**src/rtl/veri_bellek_denetleyici.sv**
```systemverilog
// veri_bellek_denetleyici
// Main-memory-side responder for the data cache's block interface.
// A dirty-block writeback and/or a block fill are accepted together while
// idle. The writeback always goes first. Each block is serialised into
// word beats on a ready-handshaked memory port. The filled block is returned
// with a one-cycle "block arrived" pulse.
//
// Ports
//   clk_i, rst_i               clock, asynchronous active-high reset
//   obek_iste_i/obek_adresi_i  fill request and address (low 4 bits ignored)
//   kirli_obek_yaz_i           writeback request
//   kirli_obek_adresi_i        writeback address (low 4 bits ignored)
//   kirli_veri_obegi_i         writeback block data
//   veri_obegi_o               filled block; held until the next fill completes
//   anabellekten_obek_geldi_o  one-cycle pulse: fill complete
//   geri_yazma_bitti_o         one-cycle pulse: writeback complete
//   mesgul_o                   high whenever the controller is not idle
//   bellek_istek_o             beat request valid
//   bellek_yaz_o               1 = write beat, 0 = read beat
//   bellek_adres_o             word-aligned beat address
//   bellek_yaz_veri_o          write beat data
//   bellek_hazir_i             memory accepts/completes the beat at this edge
//   bellek_oku_veri_i          read data, valid with bellek_hazir_i on reads
module veri_bellek_denetleyici #(
  parameter int KELIME_BIT = 32,
  parameter int OBEK_BIT   = 128
) (
  input  logic                  clk_i,
  input  logic                  rst_i,
  input  logic                  obek_iste_i,
  input  logic [31:0]           obek_adresi_i,
  input  logic                  kirli_obek_yaz_i,
  input  logic [31:0]           kirli_obek_adresi_i,
  input  logic [OBEK_BIT-1:0]   kirli_veri_obegi_i,
  output logic [OBEK_BIT-1:0]   veri_obegi_o,
  output logic                  anabellekten_obek_geldi_o,
  output logic                  geri_yazma_bitti_o,
  output logic                  mesgul_o,
  output logic                  bellek_istek_o,
  output logic                  bellek_yaz_o,
  output logic [31:0]           bellek_adres_o,
  output logic [KELIME_BIT-1:0] bellek_yaz_veri_o,
  input  logic                  bellek_hazir_i,
  input  logic [KELIME_BIT-1:0] bellek_oku_veri_i
);

  localparam int VURUS_SAYISI = OBEK_BIT / KELIME_BIT;
  localparam int VW           = $clog2(VURUS_SAYISI);
  localparam logic [VW-1:0] SON_VURUS = VW'(VURUS_SAYISI - 1);
  localparam logic [31:0]   KELIME_BAYT = 32'(KELIME_BIT / 8);

  typedef enum logic [1:0] {BOSTA, GERI_YAZ, OKU, TESLIM} durum_t;

  durum_t                durum_reg, durum_next;
  logic [VW-1:0]         vurus_reg;
  logic [31:0]           geri_adres_reg;
  logic [31:0]           oku_adres_reg;
  logic [OBEK_BIT-1:0]   kirli_veri_reg;
  logic                  oku_bekliyor_reg;
  logic [KELIME_BIT-1:0] okunan_reg [VURUS_SAYISI];
  logic [OBEK_BIT-1:0]   veri_obegi_reg;
  logic                  geri_bitti_reg;

  logic [KELIME_BIT-1:0] kirli_kelime [VURUS_SAYISI];
  logic [OBEK_BIT-1:0]   okunan_obek;
  logic [31:0]           vurus_ofset;
  logic                  son_vurus;

  // Word views of the latched writeback block and the fill buffer.
  for (genvar gi = 0; gi < VURUS_SAYISI; gi++) begin : g_kelime
    assign kirli_kelime[gi] = kirli_veri_reg[gi*KELIME_BIT +: KELIME_BIT];
    assign okunan_obek[gi*KELIME_BIT +: KELIME_BIT] = okunan_reg[gi];
  end

  assign vurus_ofset = 32'(vurus_reg) * KELIME_BAYT;
  assign son_vurus   = (vurus_reg == SON_VURUS) && bellek_hazir_i;

  always_ff @(posedge clk_i or posedge rst_i) begin
    if (rst_i) begin
      durum_reg <= BOSTA;
    end else begin
      durum_reg <= durum_next;
    end
  end

  // The beat request comes straight from the state register. An asynchronous
  // reset therefore withdraws it at once.
  always_comb begin
    durum_next        = durum_reg;
    bellek_istek_o    = 1'b0;
    bellek_yaz_o      = 1'b0;
    bellek_adres_o    = 32'h0;
    bellek_yaz_veri_o = '0;
    unique case (durum_reg)
      BOSTA: begin
        if (kirli_obek_yaz_i) begin
          durum_next = GERI_YAZ;
        end else if (obek_iste_i) begin
          durum_next = OKU;
        end
      end
      GERI_YAZ: begin
        bellek_istek_o    = 1'b1;
        bellek_yaz_o      = 1'b1;
        bellek_adres_o    = geri_adres_reg + vurus_ofset;
        bellek_yaz_veri_o = kirli_kelime[vurus_reg];
        if (son_vurus) begin
          durum_next = oku_bekliyor_reg ? OKU : BOSTA;
        end
      end
      OKU: begin
        bellek_istek_o = 1'b1;
        bellek_adres_o = oku_adres_reg + vurus_ofset;
        if (son_vurus) begin
          durum_next = TESLIM;
        end
      end
      TESLIM: begin
        durum_next = BOSTA;
      end
      default: durum_next = BOSTA;
    endcase
  end

  always_ff @(posedge clk_i or posedge rst_i) begin
    if (rst_i) begin
      vurus_reg        <= '0;
      geri_adres_reg   <= 32'h0;
      oku_adres_reg    <= 32'h0;
      kirli_veri_reg   <= '0;
      oku_bekliyor_reg <= 1'b0;
      veri_obegi_reg   <= '0;
      geri_bitti_reg   <= 1'b0;
      for (int i = 0; i < VURUS_SAYISI; i++) begin
        okunan_reg[i] <= '0;
      end
    end else begin
      geri_bitti_reg <= 1'b0;
      unique case (durum_reg)
        BOSTA: begin
          vurus_reg <= '0;
          if (kirli_obek_yaz_i || obek_iste_i) begin
            geri_adres_reg   <= kirli_obek_adresi_i & ~32'hF;
            oku_adres_reg    <= obek_adresi_i & ~32'hF;
            kirli_veri_reg   <= kirli_veri_obegi_i;
            oku_bekliyor_reg <= obek_iste_i;
          end
        end
        GERI_YAZ: begin
          if (bellek_hazir_i) begin
            // The counter wraps to 0 after the last beat. That leaves it
            // ready for the read phase.
            vurus_reg <= vurus_reg + 1'b1;
            if (vurus_reg == SON_VURUS) begin
              geri_bitti_reg <= 1'b1;
            end
          end
        end
        OKU: begin
          if (bellek_hazir_i) begin
            okunan_reg[vurus_reg] <= bellek_oku_veri_i;
            vurus_reg             <= vurus_reg + 1'b1;
          end
        end
        TESLIM: begin
          veri_obegi_reg <= okunan_obek;
        end
        default: ;
      endcase
    end
  end

  // In the delivery cycle, the assembled buffer is presented directly.
  // Afterwards the registered copy holds it, so the next fill can reuse
  // the buffer.
  assign veri_obegi_o              = (durum_reg == TESLIM) ? okunan_obek : veri_obegi_reg;
  assign anabellekten_obek_geldi_o = (durum_reg == TESLIM);
  assign geri_yazma_bitti_o        = geri_bitti_reg;
  assign mesgul_o                  = (durum_reg != BOSTA);

endmodule

```
**config.mk**
```make
export PLATFORM = sky130hd
export DESIGN_NAME = veri_bellek_denetleyici
export DESIGN_NICKNAME = d
export VERILOG_FILES = /design/src/rtl/veri_bellek_denetleyici.sv
export SDC_FILE = /design/constraint.sdc
export NUM_CORES = 1
export LEC_CHECK = 0
export ABC_AREA = 1
export BUFFER_PORTS_ARGS = -buffer_cell sky130_fd_sc_hd__buf_2
export CORE_AREA = 2 2 188 190
export CTS_CLUSTER_SIZE = 25
export DETAILED_ROUTE_END_ITERATION = 12
export DIE_AREA = 0 0 190 192
export PLACE_DENSITY = 0.9
export SETUP_SLACK_MARGIN = 0.15
export SLEW_MARGIN = 20
export SYNTH_ARGS = -nofsm -noshare
export SYNTH_HDL_FRONTEND = slang
export SYNTH_SLANG_ARGS = --single-unit
```
**constraint.sdc**
```tcl
create_clock -name clk_i -period 18.22 [get_ports clk_i]
set_clock_uncertainty 0.2 [all_clocks]
set_input_delay 0.911 -clock clk_i [delete_from_list [all_inputs] [get_ports clk_i]]
set_output_delay 0.911 -clock clk_i [all_outputs]
set_load 0.05 [all_outputs]
```
==> key figures <==
Status
  • Status: finished, final reports clean

Floorplanning
  • Die area: 36,500 µm²
  • Chip height: 192 µm
  • Row count: 68
  • Initial core utilization: 53.5%
  • IO Pins: 426
  • Chip width: 190 µm
  • Core Area: 34,300 µm²

Power and ir drop
  • VDD IR max: 0.000184 V
  • Final Power: 4.69 mW
  • PD cells: 212 nW/µm²
  • Leakage: 11.8 nW

Yosys
  • Most common cell in the netlist: dfrtp_1
  • Cell taking the most area after synthesis: dfrtp_1
  • Compound-Gate Fraction of Synth Area: 10.5%
  • Mapped Area: 18,400 µm²
  • XOR/XNOR share of the synthesized area: 0%
  • Synth warnings: 0
  • Ys async rst share: 100%
  • Post-synthesis mux area share: 7.85%
  • Number of synthesized flops with an enable pin: 0
  • Post-Synth Simple-Gate Area: 12.5%
  • Synth top area share: 60.8%
  • Synth top area cells: dfrtp_1 (61%), mux2_2 (7.9%), nand2_1 (7.8%)
  • Mapped Cells: 1,891
  • Post-synth top cells: dfrtp_1 (446), nand2_1 (381), inv_1 (225), o21ai_0 (191), a21oi_1 (188)
  • Syn avg cell area: 9.70 µm²
  • Netlist cell types: 20
  • #FFs+latches synth: 446
  • Synth Area in Adders: 0.614%
  • Dominant synthesized flop cell: dfrtp_1
  • Sequential area share after synthesis: 60.8%
  • Largest family of logic cells by synthesized area: simple AND/OR/NAND/NOR gates

Finish
  • Share of cells above drive strength 1: 28.1%
  • Non-filler cells, final: 2,760
  • Area growth syn-to-layout: 20.4%
  • Post-Route Utilization: 64.4%
  • Final instance area: 22,100 µm²
  • Layout Nets: 2,495
  • Fillers: 2,472

Placed design
  • DP Area: 20,600 µm²
  • Port bufs: 415
  • Pre-CTS WS: 14.19 ns
  • Dpl cells: 2,665
  • GPL Wtd Cong: 0.902
  • Dpl hpwl: 32.0 mm

Route
  • Post-DRT Antenna Nets: 0
  • WL met2: 24.7 mm
  • Drt initial violations: 1,421
  • Met1 wire length: 18.5 mm
  • Routed wire length per instance: 18.0 µm
  • Total number of vias: 14.8k
  • Drt total wl: 49.7 mm
  • First drt pass iteration count: 9
  • Met3 wire length: 3.69 mm
  • Drt via density: 5.37
  • Top routing layer in use: met4
  • DRC violations left: 0

STA
  • Final setup margin: 13.71 ns
  • Hold_ws: 0.281 ns
  • Final hold vios: 0
  • Fin crit share: 24.8%
  • Final setup fails: 0
  • RSZ-0062 raised after global routing: no
  • F_max: 0.222 GHz
  • Final Max Slew Viols: 0
  • Rel. slew slack: 27.5%
  • Worst-margin pin slew: 1.09 ns
  • Setup_tns: 0 ns
  • Final min period: 4.51 ns

Clocking
  • CTS sink count: 446
  • Clk slew on worst S/H paths: 0.06 ns
  • Num CTS Buffers: 45
  • Worst-skew pair later-pin latency: 0.58 ns
  • CTS Buffer Depth: 3
  • CTS tree: yes
  • # hold bufs at CTS: 0
  • CTS resizes: 0
  • H-tree levels: 2
  • Post-CTS setup buffers: 0
  • CTS root buffer: clkbuf_16

Global route
  • Total grt overflow: 0
  • Largest net degree at the start of global routing: 279
  • Total GRT Usage: 26.8%
  • Initial antenna violation count: 14
  • Vias in the first global route: 14.8k
  • First-pass GRT wire length: 76.9 mm

Setup path
  • CP arrival: 3.40 ns
  • CP Max Fanout: 72
  • CP Launch Type: register
  • Crit Path Category: reg2out
  • Worst path required time: 17.11 ns
  • CP Capture Type: output port
  • R2R cell count: 6

Flow run
  • Max-cap violation count: 0

Min path
  • Min-delay worst type: reg2reg
  • Hold path depth: 2
-- power by group --
| group | switching, mW | internal, mW |
|---|---|---|
| logic | 1.61 | 0.555 |
| registers | 0.188 | 1.44 |
| clock network | 0.394 | 0.510 |
| total | 2.19 | 2.50 |
-- path summary, 6_finish.rpt --
| path | slack [ns] | to | from |
|---|---|---|---|
| worst max-delay path | 13.71 | veri_obegi_o[84] | durum_reg[1] |
| worst min-delay path | 0.28 | oku_adres_reg[8] | oku_adres_reg[8] |
| worst max register to register | 15.11 | kirli_veri_reg[87] | durum_reg[0] |
| worst min register to register | 0.28 | oku_adres_reg[8] | oku_adres_reg[8] |
| max in group asynchronous | 15.29 | vurus_reg[0] | rst_i |
| min in group asynchronous | 0.33 | kirli_veri_reg[114] | rst_i |
-- metal layers --
metal	global-route usage (%)	up-vias
met1	32.6	7162
met3	5.50	202
met5	0	-
met4	16.8	0
li1	-	6732
met2	44.1	726
-- layout by cell type (no fill, tap or decap) --
cell,Yosys,layout
buf_6,1,2
nand3_2,4,4
buf_12,0,1
diode_2,0,13
clkbuf_16,0,46
bufinv_16,0,1
dfrtp_1,446,445
clkinv_2,0,14
nor3_1,1,1
clkbuf_1,48,9
dfrtp_2,0,1
nor2_1,130,130
ha_4,0,1
o21ai_4,1,1
a211oi_1,1,1
clkinv_16,0,1
inv_6,0,2
mux2_2,128,128
buf_2,52,415
clkinv_1,2,2
inv_1,225,224
inv_2,1,1
nand2_1,381,381
inv_8,0,1
ha_1,9,8
conb_1,1,2
a21oi_1,188,188
buf_4,14,15
clkbuf_8,0,7
o21ai_0,191,191
clkinvlp_4,0,2
nand3_1,67,67
-- cell families after synthesis --
group                      after synthesis
muxes                                  128
other                                    1
adders and majority gates                9
buffers and inverters                  343
and+or+nand+nor                        583
DFF                                    446
AOI/OAI and AO/OA                      381
-- critical path: stages, from the launching register on --
cell	delay (ns)
dfrtp_1	0.45
ha_4	0.86
buf_4	0.75
mux2_2	0.44
buf_2	0.22
-- final cells by class --
class                           count  area (µm²)  area share (%)
Antenna cell                       13        32.5           0.147
Clock buffer                       62        1280            5.80
Clock inverter                     20         163           0.736
Inverter                          228         863            3.91
Multi-Input combinational cell   1103        5790            26.2
Sequential cell                   446       11200            50.5
Tap cell                          455         569            2.58
Timing Repair Buffer              433        2230            10.1
No activity file was read; power rests on OpenSTA's default activity.
